File: config.mk
export PLATFORM = sky130hd
export DESIGN_NAME = fadd_pipe
export DESIGN_NICKNAME = d
export VERILOG_FILES = /design/src/rtl/fadd_pipe.sv
export SDC_FILE = /design/constraint.sdc
export NUM_CORES = 1
export LEC_CHECK = 0
export CORE_UTILIZATION = 50
export CTS_CLUSTER_SIZE = 25
export DETAILED_ROUTE_END_ITERATION = 8
export GPL_ROUTABILITY_DRIVEN = 1
export GPL_TIMING_DRIVEN = 0
export PLACE_DENSITY = 0.72
export SYNTH_ARGS = -nofsm -noshare
export SYNTH_HDL_FRONTEND = slang
export SYNTH_SLANG_ARGS = --single-unit
File: constraint.sdc
create_clock -name clk -period 7 [get_ports clk]
set_clock_uncertainty 0.1 [all_clocks]
set_input_delay 1.05 -clock clk [delete_from_list [all_inputs] [get_ports clk]]
set_output_delay 1.05 -clock clk [all_outputs]
set_load 0.05 [all_outputs]
File: src/rtl/fadd_pipe.sv
// fadd_pipe: 3-stage IEEE-754 binary32 adder/subtractor with a pass-through tag.
// Handshake: a transfer happens on a rising edge where valid && ready are both high.
// A producer holds its payload stable until that edge. in_ready never looks at
// in_valid, and out_valid never looks at out_ready.
module fadd_pipe #(
  parameter int TAG_W = 5
) (
  input  logic             clk,
  input  logic             rst,
  input  logic             in_valid,
  output logic             in_ready,
  input  logic [31:0]      x1,
  input  logic [31:0]      x2,
  input  logic             op,
  input  logic [TAG_W-1:0] in_tag,
  output logic             out_valid,
  input  logic             out_ready,
  output logic [31:0]      y,
  output logic             ovf,
  output logic [TAG_W-1:0] out_tag
);

  localparam logic [31:0] QNAN = 32'h7fc00000;

  // Highest set bit position counted from bit 27; 28 when the vector is zero.
  function automatic logic [4:0] lzc28(input logic [27:0] v);
    lzc28 = 5'd28;
    for (int i = 0; i < 28; i++) begin
      if (v[i]) lzc28 = 5'(27 - i);
    end
  endfunction

  logic s1_adv, s2_adv, s3_adv;

  // Stage 1 registers and next-state values
  logic v1_q, sgn1_q, sub1_q, zsgn1_q, spec1_q;
  logic [7:0] exp1_q;
  logic [26:0] ma1_q, mb1_q;
  logic [31:0] sy1_q;
  logic [TAG_W-1:0] tag1_q;
  logic sgn1_d, sub1_d, zsgn1_d, spec1_d;
  logic [7:0] exp1_d;
  logic [26:0] ma1_d, mb1_d;
  logic [31:0] sy1_d;

  // Stage 2 registers and next-state values
  logic v2_q, sgn2_q, zsgn2_q, spec2_q;
  logic [7:0] exp2_q;
  logic [27:0] sum2_q, sum2_d;
  logic [4:0] lzc2_q, lzc2_d;
  logic [31:0] sy2_q;
  logic [TAG_W-1:0] tag2_q;

  // Stage 3 (output) registers and next-state values
  logic v3_q, ovf3_q, ovf3_d;
  logic [31:0] y3_q, y3_d;
  logic [TAG_W-1:0] tag3_q;

  // S1 working signals
  logic sb_eff, swap, nan_in, inf_a, inf_b, sa, sb;
  logic [7:0] ea, eb, ee_a, ee_b, diff;
  logic [22:0] fa, fb;
  logic [23:0] mb;
  logic [26:0] mbx, mask;
  logic [4:0] sh;

  // S3 working signals
  logic [4:0] lz, shamt;
  logic [7:0] emax, e8;
  logic [8:0] exp9;
  logic [26:0] norm;
  logic rnd_up, big;
  logic [30:0] rnd;

  // A stage moves forward when it is empty or its successor makes room.
  always_comb begin
    s3_adv   = !v3_q || out_ready;
    s2_adv   = !v2_q || s3_adv;
    s1_adv   = !v1_q || s2_adv;
    in_ready = s1_adv;
  end

  // S1: unpack, classify specials, order by magnitude, align the smaller operand.
  always_comb begin
    sb_eff  = x2[31] ^ op;
    swap    = x2[30:0] > x1[30:0];
    sa      = swap ? sb_eff : x1[31];
    sb      = swap ? x1[31] : sb_eff;
    ea      = swap ? x2[30:23] : x1[30:23];
    eb      = swap ? x1[30:23] : x2[30:23];
    fa      = swap ? x2[22:0] : x1[22:0];
    fb      = swap ? x1[22:0] : x2[22:0];
    ee_a    = (ea == 8'd0) ? 8'd1 : ea;
    ee_b    = (eb == 8'd0) ? 8'd1 : eb;
    mb      = {eb != 8'd0, fb};
    diff    = ee_a - ee_b;
    mbx     = {mb, 3'b000};
    sh      = diff[4:0];
    mask    = (27'd1 << sh) - 27'd1;
    if (diff >= 8'd26) mb1_d = {26'b0, |mb};
    else               mb1_d = (mbx >> sh) | {26'b0, |(mbx & mask)};
    ma1_d   = {ea != 8'd0, fa, 3'b000};
    exp1_d  = ee_a;
    sgn1_d  = sa;
    sub1_d  = sa ^ sb;
    zsgn1_d = x1[31] & sb_eff;
    nan_in  = ((x1[30:23] == 8'hff) && (x1[22:0] != 23'd0)) ||
              ((x2[30:23] == 8'hff) && (x2[22:0] != 23'd0));
    inf_a   = (x1[30:23] == 8'hff);
    inf_b   = (x2[30:23] == 8'hff);
    spec1_d = nan_in || inf_a || inf_b;
    if (nan_in || (inf_a && inf_b && (x1[31] != sb_eff))) sy1_d = QNAN;
    else if (inf_a)                                       sy1_d = {x1[31], 8'hff, 23'd0};
    else                                                  sy1_d = {sb_eff, 8'hff, 23'd0};
  end

  // S1 register: capture a new operation whenever the stage advances.
  always_ff @(posedge clk or posedge rst) begin
    if (rst) begin
      v1_q <= 1'b0; sgn1_q <= 1'b0; sub1_q <= 1'b0; zsgn1_q <= 1'b0; spec1_q <= 1'b0;
      exp1_q <= '0; ma1_q <= '0; mb1_q <= '0; sy1_q <= '0; tag1_q <= '0;
    end else if (s1_adv) begin
      v1_q <= in_valid;
      if (in_valid) begin
        sgn1_q <= sgn1_d; sub1_q <= sub1_d; zsgn1_q <= zsgn1_d; spec1_q <= spec1_d;
        exp1_q <= exp1_d; ma1_q <= ma1_d; mb1_q <= mb1_d; sy1_q <= sy1_d; tag1_q <= in_tag;
      end
    end
  end

  // S2: magnitude add or subtract (never negative after the swap) and leading-zero count.
  always_comb begin
    if (sub1_q) sum2_d = {1'b0, ma1_q} - {1'b0, mb1_q};
    else        sum2_d = {1'b0, ma1_q} + {1'b0, mb1_q};
    lzc2_d = lzc28(sum2_d);
  end

  // S2 register.
  always_ff @(posedge clk or posedge rst) begin
    if (rst) begin
      v2_q <= 1'b0; sgn2_q <= 1'b0; zsgn2_q <= 1'b0; spec2_q <= 1'b0;
      exp2_q <= '0; sum2_q <= '0; lzc2_q <= '0; sy2_q <= '0; tag2_q <= '0;
    end else if (s2_adv) begin
      v2_q <= v1_q;
      if (v1_q) begin
        sgn2_q <= sgn1_q; zsgn2_q <= zsgn1_q; spec2_q <= spec1_q;
        exp2_q <= exp1_q; sum2_q <= sum2_d; lzc2_q <= lzc2_d; sy2_q <= sy1_q; tag2_q <= tag1_q;
      end
    end
  end

  // S3: normalise without letting the exponent fall below 1, round to nearest even, repack.
  always_comb begin
    lz    = lzc2_q - 5'd1;
    emax  = exp2_q - 8'd1;
    shamt = ({3'b000, lz} < emax) ? lz : emax[4:0];
    if (sum2_q[27]) begin
      norm = {sum2_q[27:2], sum2_q[1] | sum2_q[0]};
      exp9 = {1'b0, exp2_q} + 9'd1;
    end else begin
      norm = sum2_q[26:0] << shamt;
      exp9 = {1'b0, exp2_q} - {4'b0000, shamt};
    end
    // A clear hidden bit after normalisation means a subnormal result (field 0).
    e8     = norm[26] ? exp9[7:0] : 8'd0;
    rnd_up = norm[2] & (norm[1] | norm[0] | norm[3]);
    // Rounding carry ripples into the exponent field, covering subnormal->normal and ->inf.
    rnd    = {e8, norm[25:3]} + {30'b0, rnd_up};
    big    = (exp9 >= 9'd255) || (rnd[30:23] == 8'hff);
    y3_d   = {sgn2_q, rnd};
    ovf3_d = 1'b0;
    if (spec2_q) begin
      y3_d = sy2_q;
    end else if (sum2_q == 28'd0) begin
      y3_d = {zsgn2_q, 31'd0};
    end else if (big) begin
      y3_d   = {sgn2_q, 8'hff, 23'd0};
      ovf3_d = 1'b1;
    end
  end

  // S3 register drives the outputs and holds them while the consumer stalls.
  always_ff @(posedge clk or posedge rst) begin
    if (rst) begin
      v3_q <= 1'b0; y3_q <= '0; ovf3_q <= 1'b0; tag3_q <= '0;
    end else if (s3_adv) begin
      v3_q <= v2_q;
      if (v2_q) begin
        y3_q <= y3_d; ovf3_q <= ovf3_d; tag3_q <= tag2_q;
      end
    end
  end

  assign out_valid = v3_q;
  assign y         = y3_q;
  assign ovf       = ovf3_q;
  assign out_tag   = tag3_q;

endmodule

==> results of run 1 <==
[routing by layer]
layer	GRT usage, %	share of wire [%]
met2	63.89	46
met1	50.31	39
met5	0	0
met3	7.355	8.9
met4	21.94	6.4
[logic make-up (layout without fill, tap and decap cells)]
group | Yosys count | after routing | synth area share [%]
AOI/OAI and AO/OA | 684 | 684 | 27.82
xor gates and xnor gates | 69 | 69 | 3.536
adders and majority gates | 109 | 109 | 8.111
buffers and inverters | 261 | 465 | 6.178
DFF | 164 | 164 | 24.01
muxes | 129 | 129 | 9.509
other | 0 | 1 | 0
and+or+nand+nor | 737 | 737 | 20.84
[per-stage QoR]
stage / hold slack (ns) / instance area, um2
6_report: 0.3755 / 20920
5_1_grt: 0.3993 / 20920
3_5_place_dp: 0.3521 / 18930
4_1_cts: 0.3757 / 20170
3_3_place_gp: 0.3513 / 18880
2_1_floorplan: 0.3305 / 17190
[worst paths after layout]
kind | startpoint | depth (start not counted) | endpoint | slack (ns)
max | x2[28] | 26 | mb1_q[0]$_DFFE_PP0P_ | 0.09
min | tag1_q[4]$_DFFE_PP0P_ | 2 | tag1_q[4]$_DFFE_PP0P_ | 0.38
max reg2reg | lzc2_q[0]$_DFFE_PP0P_ | 27 | y[19]$_DFFE_PP0P_ | 0.19
min reg2reg | tag1_q[4]$_DFFE_PP0P_ | 2 | tag1_q[4]$_DFFE_PP0P_ | 0.38
min in group asynchronous | rst | 2 | sy1_q[22]$_DFFE_PP0P_ | 0.86
max in group asynchronous | rst | 3 | lzc2_q[0]$_DFFE_PP0P_ | 4.95
[worst reg2reg max path, stage by stage, from the launching register on]
cell        delay (ns)
dfrtp_2           0.43
buf_4             0.23
clkinvlp_4        0.19
buf_6             0.19
buf_6             0.15
ha_2              0.21
xor2_2            0.33
ha_1              0.32
a21o_1            0.19
a31oi_2           0.20
o21a_2            0.23
buf_12            0.11
buf_4             0.13
o31ai_4           0.09
buf_4             0.20
a211oi_4          0.45
and3_1            0.27
o21ai_0           0.12
a31o_2            0.31
or3_1             0.34
buf_6             0.18
nor2_4            0.17
or4b_4            0.52
o32a_4            0.42
buf_6             0.16
buf_6             0.15
a32oi_1           0.23
nand2_1           0.09
[report_power, final]
group	internal, mW	switching, mW
logic	3.26	5.86
registers	1.22	0.348
clock network	0.552	0.489
total	5.03	6.70
[state kept, by name, summed over array words and instances (netlist names), 3 cells and up]
name     flops
ma1_q       24
tag1_q       5
sy1_q        3
lzc2_q       5
out_tag      5
mb1_q       27
tag2_q       5
exp2_q       8
sy2_q        3
exp1_q       8
sum2_q      28
y           32
[cell type report]
class / instances / area share (%)
Antenna cell: 1 / 0.01196
Buffer: 131 / 3.498
Clock buffer: 17 / 2.033
Clock inverter: 15 / 1.023
Inverter: 126 / 2.344
Multi-Input combinational cell: 1728 / 61.19
Sequential cell: 164 / 19.62
Tap cell: 448 / 2.679
Timing Repair Buffer: 176 / 7.601
[what timing repair did]
item	4_1_cts	5_1_grt
endpoints found under the setup margin	59	59
buffers inserted	33	29
endpoints found under the hold margin	0	0
pin swaps	26	46
resized for setup	148	166
[synthesized netlist by cell type, types with 8 or more instances]
master / number / area, um2
mux4_2: 22 / 495.5
o211ai_1: 18 / 135.1
a311oi_1: 27 / 236.5
a211oi_1: 26 / 195.2
a22oi_1: 18 / 135.1
or3_1: 10 / 62.56
nor3_1: 49 / 245.2
inv_1: 120 / 450.4
nor4_1: 26 / 162.7
o31ai_1: 28 / 210.2
dfrtp_1: 164 / 4104
mux2i_1: 62 / 620.6
nand4_1: 34 / 212.7
a2111oi_0: 18 / 157.7
buf_1: 15 / 56.30
o22ai_1: 17 / 106.4
and4_1: 12 / 105.1
a221oi_1: 14 / 122.6
buf_2: 15 / 75.07
nor2_1: 167 / 626.9
ha_1: 106 / 1326
clkbuf_1: 96 / 360.4
a32oi_1: 25 / 219.0
o21ai_0: 144 / 720.7
nand2_1: 268 / 1006
a31oi_1: 40 / 250.2
xnor2_1: 42 / 367.9
a21o_1: 23 / 172.7
nand2b_1: 17 / 106.4
a21oi_1: 140 / 700.7
xor2_1: 27 / 236.5
a211o_1: 12 / 105.1
or2_2: 9 / 56.30
o21bai_1: 8 / 60.06
nor2b_1: 13 / 81.33
and3_1: 26 / 162.7
o21a_1: 15 / 112.6
nand3_1: 49 / 245.2
a221o_1: 17 / 170.2
and2_1: 17 / 106.4
mux2_2: 44 / 495.5
[layout by cell type, fill, tap and decap left out, types with 16 or more instances in the layout]
cell | synthesis | final
nor2_1 | 167 | 156
inv_1 | 120 | 108
o21ai_0 | 144 | 138
o31ai_1 | 28 | 25
o211ai_1 | 18 | 18
a221o_1 | 17 | 17
dfrtp_1 | 164 | 163
mux2i_1 | 62 | 60
buf_4 | 1 | 63
and2_1 | 17 | 17
nand4_1 | 34 | 34
clkbuf_2 | 1 | 18
and3_1 | 26 | 25
a211oi_1 | 26 | 22
nand2_1 | 268 | 265
nand2b_1 | 17 | 17
a32oi_1 | 25 | 23
a31oi_1 | 40 | 37
xnor2_1 | 42 | 37
nor4_1 | 26 | 23
a21oi_1 | 140 | 129
a311oi_1 | 27 | 17
buf_6 | 7 | 16
mux4_2 | 22 | 22
dlygate4sd2_1 | 0 | 18
clkdlybuf4s50_1 | 0 | 62
a21o_1 | 23 | 23
xor2_1 | 27 | 25
nor3_1 | 49 | 44
nand3_1 | 49 | 48
o22ai_1 | 17 | 17
mux2_2 | 44 | 44
clkbuf_1 | 96 | 72
ha_1 | 106 | 99
clkbuf_16 | 0 | 19
==> summary.txt, run 1 <==
Logic synthesis
  – Synth Area per Inst: ~7.9 um2
  – Sequential area share after synthesis: 24.01%
  – YS warnings: 0
  – Post-synth top flop: dfrtp_1
  – Post-synth EDFFs: 0
  – Netlist cell types: 106
  – Post-Syn Area: 17090 um2
  – Syn Nets: 2336
  – Seq cells post-synth: 164
  – Gate Count Post-Synth: between 2000 and 2500
  – Asr flop ratio synth: 100.0%

Flow run
  – Maxcap violations: 0

Clock network
  – CTS sink cnt: ~160
  – Root Buffer: clkbuf_16
  – Worst skew pair latency: around 0.47 ns
  – Num CTS Buffers: 17
  – CTS tree: done
  – # H-tree levels: 4
  – Reg clk slew, reported paths: 0.07 ns
  – Clk buf depth: 2
  – Hold buffer count at cts: 0

STA
  – Count of pins over their slew limit: 0
  – Slew margin rel.: 25.60%
  – Setup violations, final: 0
  – Setup TNS: 0 ns
  – Tcrit/Tclk final: 98.68%
  – Final WS setup: 0.09258 ns
  – Fmax: 0.1448 GHz
  – Final hold vios: 0
  – Worst slew pin tran: 1.107 ns
  – Min Tclk post-route: 6.907 ns

Drt
  – DRC Markers: 0
  – WL/cell: between 20 and 30 um
  – Vias: between 15000 and 20000
  – Initial DRC count: ~2400
  – First-pass DRT Iterations: 9
  – Drt total wl: 70840 um
  – Final ANT Viol Nets: 0
  – Via density: 6.861

Die
  – Die Span X: 186.9 um
  – Initial Util: approximately 51%
  – Die height: ~190 um
  – I/O pin cnt: between 100 and 150
  – Die area: 34930 um2
  – Row count: between 60 and 70
  – Core Area: 33620 um2

Power
  – PD cells: around 560 nW/um2
  – Peak VDD IR: 0.2521 mV
  – Overall power: around 12 mW
  – Pleak: a little under 9 nW

Outcome
  – Status: finished clean

Critical path
  – Critical path arrival: 7.14 ns
  – Worst setup path class: input port to flop
  – Crit path buf inv count: 8
  – Biggest cell delay along the critical path: 0.58 ns
  – Slowest-stage cell, CP: clkdlybuf4s50_1
  – Crit. End Element: flop
  – CP delay by family, top: buffers and inverters
  – Crit start category: input port
  – Critical Path RT: slightly above 7 ns
  – Max FO, Critical Path: 10

Place
  – Setup WS pre-CTS: -3.045 ns
  – RD Place Congestion: 1.024
  – Buffers on Ports: 113
  – DP HPWL: 54770 um
  – Cells after DPL: 2715

Finish
  – Final core utilization: 62.24%
  – Area Growth Syn to Fin: 22.41%
  – Multi-input gate area: 12800 um2
  – Finished Layout Cells: ~2800
  – Fillers: 2903
  – # nets final: 2527
  – Layout cell share with drive strength beyond 1: 16.63%
  – Storage element area: 4105 um2

Global routing
  – Largest net degree at the start of global routing: roughly 130
  – GRT Util Overall: 39.69%
  – Total gr overflow: 0
  – Initial antenna violation count: 1
  – First-pass GRT wire length: 106800 um
  – Vias in the first global route: 17972

Min path
  – Worst min-delay path class: flop to flop
Power figures use the tool's default switching activity.
==> run 2: changes to the inputs <==
--- a/config.mk
+++ b/config.mk
@@ -5,12 +5,12 @@
 export SDC_FILE = /design/constraint.sdc
 export NUM_CORES = 1
 export LEC_CHECK = 0
-export CORE_UTILIZATION = 50
+export CORE_UTILIZATION = 56
 export CTS_CLUSTER_SIZE = 25
 export DETAILED_ROUTE_END_ITERATION = 8
 export GPL_ROUTABILITY_DRIVEN = 1
 export GPL_TIMING_DRIVEN = 0
-export PLACE_DENSITY = 0.72
+export PLACE_DENSITY = 0.79
 export SYNTH_ARGS = -nofsm -noshare
 export SYNTH_HDL_FRONTEND = slang
 export SYNTH_SLANG_ARGS = --single-unit
==> summary.txt, run 2 (synthesis results as in run 1) <==
Outcome
  – Status: finished, violations left
  – Violated checks: setup timing

Finish
  – N_diodes: 0
  – Fillers: 2431
  – Area Growth Syn to Fin: 19.81%
  – Storage element area: 4105 um2
  – Max FFs per register: 32
  – # nets final: 2504
  – Multi-input gate area: roughly 13000 um2
  – Leading cell type in the layout, fill and taps excluded: nand2_1
  – Finished Layout Cells: 2724
  – Most frequent cells in the layout: nand2_1, dfrtp_1, nor2_1, o21ai_0, a21oi_1
  – Layout cell share with drive strength beyond 1: approximately 15%

STA
  – Slew margin rel.: approximately 25%
  – Fmax: 0.1426 GHz
  – Worst slew pin tran: 1.113 ns
  – Final hold vios: 0
  – Count of pins over their slew limit: 0
  – Hold WS: approximately 0.37 ns
  – RSZ-0062 raised after global routing: true
  – Setup violations, final: 1
  – Final WS setup: -0.01044 ns
  – Tcrit/Tclk final: 100.1%
  – Setup TNS: -0.01044 ns
  – Min Tclk post-route: 7.010 ns

Place
  – Buffers on Ports: 113
  – RD Place Congestion: 1.075
  – Setup WS pre-CTS: -2.516 ns
  – Cells after DPL: 2657
  – DP HPWL: 52120 um

Die
  – I/O pin cnt: 114
  – Die area: 31220 um2
  – Row count: 63
  – Initial Util: 57.37%
  – Core Area: 29800 um2
  – Die height: 176.7 um
  – Die Span X: 176.7 um

Critical path
  – Most common cell on crit path: buf_2
  – Critical path arrival: 7.26 ns
  – Slowest-stage cell, CP: a221oi_1
  – Max FO, Critical Path: 10
  – Crit. End Element: flop
  – Critical Path RT: about 7.3 ns
  – Worst setup path class: flop to flop
  – Biggest cell delay along the critical path: 0.67 ns
  – Crit start category: flop

Clock network
  – Clk buf depth: 2
  – CTS tree: done
  – # H-tree levels: 4
  – Worst skew pair latency: 0.47 ns
  – CTS sink cnt: 164
  – Root Buffer: clkbuf_16
  – Hold buffer count at cts: 0
  – Num CTS Buffers: 17
  – Reg clk slew, reported paths: 0.08 ns

Power
  – Reg power frac: 13.8%
  – P_int: 4.777 mW
  – Overall power: between 10 and 15 mW
  – Clock power frac: 8.3%
  – Switching portion of total power: 57.89%
  – Pleak: between 8 and 9 nW
  – Net Sw Power: 6.566 mW
  – Comb power frac: 77.8%
  – PD cells: 553.9 nW/um2
  – Peak VDD IR: 0.2714 mV

Drt
  – Initial DRC count: 2700
  – Via density: 7.029
  – DRC Markers: 0
  – Vias: 19146
  – WL/cell: 25.20 um
  – First-pass DRT Iterations: 7
  – Final ANT Viol Nets: 0
  – Drt total wl: slightly below 70000 um

Min path
  – Worst min-delay path class: flop to flop

Global routing
  – Largest net degree at the start of global routing: 105
  – Initial antenna violation count: 0
  – Vias in the first global route: 18016
  – Total gr overflow: 0
  – First-pass GRT wire length: approximately 100000 um
  – GRT Util Overall: 43.40%

Flow run
  – Maxcap violations: 0
## run 2: cell types whose count changed in the layout (fill, tap and decap cells not counted), moves of 5 or more
cell	previous run	this run
dlygate4sd2_1	18	4
dlymetal6s2s_1	13	36
clkdlybuf4s50_1	62	57
buf_4	63	46
clkdlybuf4s15_1	8	0
inv_2	11	5
## run 2: worst paths after layout
| path | startpoint | to | slack (ns) | cells past startpoint |
|---|---|---|---|---|
| hold / removal | sy1_q[30]$_DFFE_PP0P_ | sy1_q[30]$_DFFE_PP0P_ | 0.37 | 1 |
| setup / recovery | lzc2_q[0]$_DFFE_PP0P_ | y[18]$_DFFE_PP0P_ | -0.01 | 25 |
| hold reg to reg | sy1_q[30]$_DFFE_PP0P_ | sy1_q[30]$_DFFE_PP0P_ | 0.37 | 1 |
| setup reg to reg | lzc2_q[0]$_DFFE_PP0P_ | y[18]$_DFFE_PP0P_ | -0.01 | 25 |
| min in group asynchronous | rst | sy2_q[22]$_DFFE_PP0P_ | 0.95 | 2 |
| max in group asynchronous | rst | lzc2_q[0]$_DFFE_PP0P_ | 4.91 | 3 |
## run 2: critical path, delay by kind of cell (launching register included)
| kind | cells | cell delay (ns) |
|---|---|---|
| DFF | 1 | 0.42 |
| muxes | 1 | 0.22 |
| buffers and inverters | 9 | 1.97 |
| AOI/OAI and AO/OA | 8 | 2.21 |
| xor gates and xnor gates | 1 | 0.41 |
| and+or+nand+nor | 4 | 1.01 |
| adders and majority gates | 2 | 0.54 |
## run 2: power groups by stage
stage / registers [mW] / logic [mW] / clock network (mW)
after floorplan: 1.72 / 5.22 / 0
after global placement: 1.54 / 7.57 / 0
after detailed placement: 1.55 / 7.64 / 0
after CTS: 1.54 / 7.98 / 0.950
after global routing: 1.58 / 9.31 / 0.979
final: 1.57 / 8.83 / 0.947
## run 2: layout make-up
cell class              count  area share, %
plain buffers             131          3.391
well taps                 390          2.383
flip-flops and latches    164          20.05
multi-input cells        1728          61.84
repair buffers            153          7.124
clock inverters            15         0.7393
clock buffers              17          2.077
inverters                 126          2.395
## run 2: per-layer routing
layer | vias up | GRT usage, % | wire (um)
li1 | 8428 | - | -
met1 | 9079 | 55.12 | 26590
met2 | 1322 | 68.38 | 30680
met3 | 317 | 9.364 | 6956
met4 | 0 | 24.28 | 4423
met5 | - | 0 | 0
## run 2: through the flow
| step | util [%] | instance area [um2] |
|---|---|---|
| 6_report | 68.73 | 20480 |
| 5_1_grt | 68.73 | 20480 |
| 4_1_cts | 66.65 | 19860 |
| 3_5_place_dp | 63.27 | 18850 |
| 3_3_place_gp | 63.14 | 18810 |
| 2_1_floorplan | - | 17190 |
## run 2: timing repair
action / in CTS / in global routing
gates resized for setup: 108 / 179
gates cloned: 0 / 0
setup endpoints to repair: 59 / 59
setup buffers: 19 / 20
pin swaps: 18 / 37
endpoints found under the hold margin: 0 / 0
